## src/rtl/parking_gate_sequencer.sv

```systemverilog
// Single-lane bidirectional barrier-gate controller.
// Arbitrates entry/exit requests for one shared gate, sequences
// open -> pass -> hold -> close, and tracks lot occupancy against capacity.
module parking_gate_sequencer #(
  parameter int unsigned CAPACITY       = 8,
  parameter int unsigned OCC_W          = 4,
  parameter int unsigned TIMEOUT_CYCLES = 200,
  parameter int unsigned HOLD_CYCLES    = 40,
  parameter int unsigned TIMER_W        = 16
) (
  input  logic             clk,
  input  logic             reset,
  input  logic             entry_sensor,
  input  logic             exit_sensor,
  input  logic             gate_sensor,
  output logic             gate_open,
  output logic [OCC_W-1:0] occupancy,
  output logic             full,
  output logic             car_in,
  output logic             car_out,
  output logic             timeout,
  output logic [2:0]       state
);

  typedef enum logic [2:0] {
    IDLE     = 3'd0,
    OPEN_IN  = 3'd1,
    PASS_IN  = 3'd2,
    OPEN_OUT = 3'd3,
    PASS_OUT = 3'd4,
    HOLD     = 3'd5
  } state_t;

  localparam logic [OCC_W-1:0]   CAP_VAL      = OCC_W'(CAPACITY);
  localparam logic [TIMER_W-1:0] TIMEOUT_LAST = TIMER_W'(TIMEOUT_CYCLES - 1);
  localparam logic [TIMER_W-1:0] HOLD_LAST    = TIMER_W'(HOLD_CYCLES - 1);

  state_t             state_q;
  logic [TIMER_W-1:0] timer;
  logic [OCC_W-1:0]   occ_inc;
  logic [OCC_W-1:0]   occ_dec;

  assign state = state_q;

  // Saturating next-occupancy candidates for a completed entry or exit.
  always_comb begin
    occ_inc = occupancy;
    occ_dec = occupancy;
    if (occupancy != CAP_VAL) occ_inc = occupancy + 1'b1;
    if (occupancy != '0)      occ_dec = occupancy - 1'b1;
  end

  // Gate sequencer: state, timer, occupancy and all registered outputs.
  always_ff @(posedge clk) begin
    if (reset) begin
      state_q   <= IDLE;
      timer     <= '0;
      occupancy <= '0;
      gate_open <= 1'b0;
      full      <= 1'b0;
      car_in    <= 1'b0;
      car_out   <= 1'b0;
      timeout   <= 1'b0;
    end else begin
      car_in  <= 1'b0;
      car_out <= 1'b0;
      timeout <= 1'b0;
      case (state_q)
        IDLE: begin
          timer <= '0;
          if (exit_sensor) begin
            state_q   <= OPEN_OUT;
            gate_open <= 1'b1;
          end else if (entry_sensor && !full) begin
            state_q   <= OPEN_IN;
            gate_open <= 1'b1;
          end
        end
        OPEN_IN, OPEN_OUT: begin
          if (gate_sensor) begin
            state_q <= (state_q == OPEN_IN) ? PASS_IN : PASS_OUT;
            timer   <= '0;
          end else if (timer == TIMEOUT_LAST) begin
            state_q   <= IDLE;
            timer     <= '0;
            gate_open <= 1'b0;
            timeout   <= 1'b1;
          end else begin
            timer <= timer + 1'b1;
          end
        end
        PASS_IN: begin
          if (!gate_sensor) begin
            state_q   <= HOLD;
            timer     <= '0;
            occupancy <= occ_inc;
            full      <= (occ_inc == CAP_VAL);
            car_in    <= 1'b1;
          end
        end
        PASS_OUT: begin
          if (!gate_sensor) begin
            state_q   <= HOLD;
            timer     <= '0;
            occupancy <= occ_dec;
            full      <= (occ_dec == CAP_VAL);
            car_out   <= 1'b1;
          end
        end
        HOLD: begin
          if (gate_sensor) begin
            timer <= '0;
          end else if (timer == HOLD_LAST) begin
            state_q   <= IDLE;
            timer     <= '0;
            gate_open <= 1'b0;
          end else begin
            timer <= timer + 1'b1;
          end
        end
        default: begin
          state_q   <= IDLE;
          timer     <= '0;
          gate_open <= 1'b0;
        end
      endcase
    end
  end

endmodule

```

## config.mk

```make
export PLATFORM = sky130hd
export DESIGN_NAME = parking_gate_sequencer
export DESIGN_NICKNAME = d
export VERILOG_FILES = /design/src/rtl/parking_gate_sequencer.sv
export SDC_FILE = /design/constraint.sdc
export NUM_CORES = 1
export LEC_CHECK = 0
export BUFFER_PORTS_ARGS = -buffer_cell sky130_fd_sc_hd__buf_4
export CORE_MARGIN = 1
export CORE_UTILIZATION = 52
export CTS_CLUSTER_SIZE = 30
export DETAILED_ROUTE_END_ITERATION = 8
export GPL_ROUTABILITY_DRIVEN = 0
export PLACE_DENSITY = 0.77
export SLEW_MARGIN = 10
export SYNTH_ARGS = -nofsm -noshare
export SYNTH_HDL_FRONTEND = slang
export SYNTH_SLANG_ARGS = --single-unit
```

## constraint.sdc

```tcl
create_clock -name clk -period 2.5 [get_ports clk]
set_clock_uncertainty 0.05 [all_clocks]
set_input_delay 0.375 -clock clk [delete_from_list [all_inputs] [get_ports clk]]
set_output_delay 0.375 -clock clk [all_outputs]
set_load 0.01 [all_outputs]
```

---- Word-level counts from Yosys, hierarchy flattened ----
Cells that the tools add are included.
cells by class
  add/sub/neg operators ................... 3
  equal/unequal tests ..................... 19
  multiplexer cells ....................... 32
  bitwise gates (word level) .............. 4
  reduce and logical (&&, ||, !) cells .... 13
operator list
  operator                                              number
  2-to-1 mux 16 bit                                     5
  one-hot mux 16 bit (3 select lines)                   1
  2-to-1 mux 3 bit                                      8
  adder 16 x 1 -> 16 bit, second input constant         1
  equality test 16 x 6 -> 1 bit, second input constant  1
  equality test 16 x 8 -> 1 bit, second input constant  1
  2-to-1 mux 4 bit                                      4
  inequality test 2 bit, second input constant          7
  one-hot mux 3 bit (4 select lines)                    1
  2-to-1 mux 1 bit                                      10
  equality test 4 bit, second input constant            2
  one-hot mux 4 bit (2 select lines)                    1
  OR reduction 2 bit                                    4
  equality test 3 x 2 -> 1 bit, second input constant   2
  equality test 3 bit, second input constant            2
  inequality test 3 bit, second input constant          2
  AND reduction 6 bit                                   1
  AND reduction 5 bit                                   1
  adder 4 x 1 -> 4 bit, second input constant           1
  inequality test 4 bit, second input constant          1
  NOT 1 bit                                             4
  one-hot mux 1 bit (4 select lines)                    1
  nonzero test 4 bit                                    1
  subtractor 4 x 1 -> 4 bit, second input constant      1
  8 further kinds                                       8
storage, ports and cells
  register bits ........................... 28
  logic and storage cells ................. 79

---- Longest topological paths before layout ----
  depth in word-level cells ............... 5
  mapped depth ............................ 8
  mapped depth without buffers ............ 7

---- Worst setup path before layout ----
No wires, ideal clock.
  path type ............................... register to register
  start point ............................. register timer[1]
  end point ............................... register timer[1]
  setup time .............................. 0.125 ns
  data arrival time ....................... 2.160 ns
  data required time ...................... 2.325 ns
  setup slack ............................. 0.165 ns
  stages on the path, launching flop included .. 8
  period minus slack after synthesis ...... 2.335 ns
  cells stage by stage .................... dfxtp_1 -> ha_1 -> or4bb_1 -> or4_4 -> o2bb2ai_2 -> buf_6 -> a22oi_4 -> nor2_2
between the ends
  word-level cells in the longest chain between the ends .. 4
  elaborated cells on any way between the ends .. 8
  classes of those cells .................. add/sub: 1; eq/ne: 2; mux: 5
RTL lines
  item                                                  line     RTL
  from (decl)                                           39       logic [TIMER_W-1:0] timer;
  from (signal assigned)                                89       timer <= timer + 1'b1;
  from (signal assigned)                                118      timer <= timer + 1'b1;
  adder 16 x 1 -> 16 bit, or another cell as far along  89, 118
  2-to-1 mux 16 bit (on tied branches)                  113, 83
  2-to-1 mux 16 bit (on tied branches)                  111, 80
  one-hot mux 16 bit (3 select lines) *                 68       case (state_q)
Mark *: on every way between the ends. The rest lies on a longest branch, timed or not.
A chain may end at the register's enable or synchronous reset.

---- Worst setup path after layout ----
  start point ............................. register timer[1]
  end point ............................... register timer[12]
The elaborated chain is that of the path after synthesis.

==> results.md <==
- Outcome: finished, final reports clean
- R2R depth: 6
- Largest net degree at the start of global routing: 20
- CP Data Arrival Time: 2.58 ns
- Placed Area: 1890 um2
- WHS Path Cells: 2
- DP Cell Count: 268
- Sequential cell area fraction in the yosys report: 0.327
- Tot Pwr: 1.26 mW
- Reg power frac: 0.420
- Final-report hold violation count: 0
- PwrDens: 641 nW/um2
- FF-to-FF Start: timer[1]
- Die area: 3530 um2
- Internal Pwr Total: 0.830 mW
- Multi-input gate area: 1080 um2
- Layout area overhead: 14.5%
- Slew @ Worst Pin: 0.714 ns
- Layout cells sized above 1: 0.179
- Synth top area share: 0.327
- Max Slew Vio Count: 0
- Setup TNS: 0 ns
- Clock Path Buffers: 2
- Hold_sp: gate_sensor
- Mean Syn Cell Area: 8.02 um2
- CP Launch Type: flip-flop
- Peak VDD IR: 298 uV
- Via Count: 1571
- Number of max-cap violations: 0
- # nets final: 238
- Post-synthesis cell area: 1720 um2
- Final period util: 0.956
- # H-tree levels: 1
- Ys flop type: dfxtp_1
- Worst skew pair latency: 0.33 ns
- Seq. cell area: 561 um2
- Detailed Routing Iterations Pass 1: 4
- Cells after Synth: 214
- Combinational Power Share: 0.343
- Required time worst endpoint: 2.69 ns
- Syn Nets: 222
- FFs w/ async S/R, synth: 0
- Initial Utilization: 0.553
- Die Y: 59.4 um
- Reg clk slew, reported paths: 0.16 ns
- Synth area leader: dfxtp_1
- Core ar.: 3100 um2
- Overflow after GRT: 0
- CP startpoint: timer[1]
- Worst hold slack: 0.211 ns
- Top-count cell post-synth: dfxtp_1
- Initial drt markers: 104
- DRC: 0
- Crit end category: flip-flop
- Yosys reg bits: 28
- Leak: 0.660 nW
- Initial antenna violation count: 0
- Sw Ratio: 0.341
- DR WL/cell: 13.8 um
- Setup violations, final: 0
- Vias in the first global route: 1324
- IO buf count: 16
- Post-synth EDFFs: 0
- Final Non-Filler Cells: 273
- RSZ-0062 raised after global routing: false
- Sink Count: 28
- Num CTS Buffers: 3
- Util after Layout: 0.633
- Setup Buffers After CTS: 0
- Hold Path Class: in2reg
- Max FO, Critical Path: 12
- Count of different cell masters after synthesis: 52
- Rows: 20
- Fmax: 0.418 GHz
- HPWL Detailed: 2610 um
- IO Count: 17
- Yosys Warn Count: 0
- CTS root buffer: clkbuf_4
- # diodes: 0
- Clock share of power: 0.238
- Worst slack at placement: 0.0561 ns
- Net Sw Power: 0.430 mW
- Die X-Extent: 59.4 um
- # fillers: 286
- Post-synth top cells: dfxtp_1, nor2_1, nand2_1
- GRT Util Overall: 0.229
- Routed wire length: 3770 um
- Hold_buf cts: 0
- Minimum clock period: 2.39 ns
- Final worst slack: 0.109 ns
- TritonCTS clock tree: done
- Design Area, Final: 1960 um2
- Class of the most critical setup path: reg2reg
- First-pass GRT wire length: 6170 um
- Post-route ant nets: 0
- Leading post-synthesis cells by cell area: dfxtp_1, xnor2_1, nor2_1
- Vias per inst: 5.75
- Worst relative slew slack: 0.521
## critical path, cell delays in order, from the launching register on
cell       delay, ns
dfxtp_1         0.36
ha_1            0.22
or4bb_1         0.53
or4_4           0.55
o2bb2ai_2       0.28
o21bai_4        0.24
nor2_1          0.07
## registers in the layout (all words and copies together), names as in the netlist
signal	count
timer	16
occupancy	4
state	3
car_in	1
car_out	1
full	1
gate_open	1
timeout	1
## layer usage
metal	routed length [um]	share of wire	vias to the layer above	global-route usage
met1	1870	0.49	728	0.316
li1	-	-	803	-
met2	1720	0.46	36	0.361
met4	39	0.010	0	0.0850
met3	143	0.038	4	0.0328
met5	0	0	-	0
## layout by cell type, fill, tap and decap left out, drive strengths merged, types with 4 or more instances in the layout
| cell type | Yosys | layout |
|---|---|---|
| mux2i | 4 | 4 |
| nor4 | 6 | 6 |
| dfxtp | 28 | 28 |
| nand4 | 4 | 4 |
| nand3 | 10 | 10 |
| xnor2 | 11 | 11 |
| nand3b | 6 | 6 |
| buf | 1 | 25 |
| nor2 | 25 | 25 |
| nor3 | 9 | 9 |
| nor2b | 4 | 4 |
| nor3b | 6 | 6 |
| nand2 | 22 | 22 |
| o21ai | 6 | 6 |
| a211oi | 4 | 4 |
| a31oi | 4 | 4 |
| a21oi | 6 | 6 |
| inv | 7 | 7 |
## power by group through the flow
stage                     clock, mW  combinational, mW  sequential [mW]
after floorplan                   0              0.318            0.524
after global placement            0              0.414            0.537
after detailed placement          0              0.417            0.539
after CTS                     0.308              0.420            0.529
after global routing          0.325              0.478            0.537
final                         0.299              0.432            0.529
## cells by family after synthesis
kind of cell             after synthesis  synth area share
AO/OA/AOI/OAI                         38             0.175
XOR/XNOR                              12            0.0613
adder cells (fa/ha/maj)                3            0.0219
buffers and inverters                 22            0.0532
flip-flops                            28             0.327
multiplexers                           4            0.0233
AND/OR/NAND/NOR                      107             0.338
## repair_timing
action | in CTS | in global routing
setup endpoints to repair | 0 | 10
resized for setup | 0 | 1
endpoints found under the hold margin | 0 | 0
## final cells by class
class	count	share of cell area
multi-input cells	165	0.551
flip-flops and latches	28	0.285
repair buffers	25	0.0955
well taps	44	0.0280
clock inverters	1	0.0153
inverters	7	0.0134
clock buffers	3	0.0115
## worst paths after layout
check,slack [ns],endpoint
hold reg to reg,0.46,full
setup reg to reg,0.11,timer[12]
setup / recovery,0.11,timer[12]
hold / removal,0.21,car_out
No activity file was read; power rests on OpenSTA's default activity.
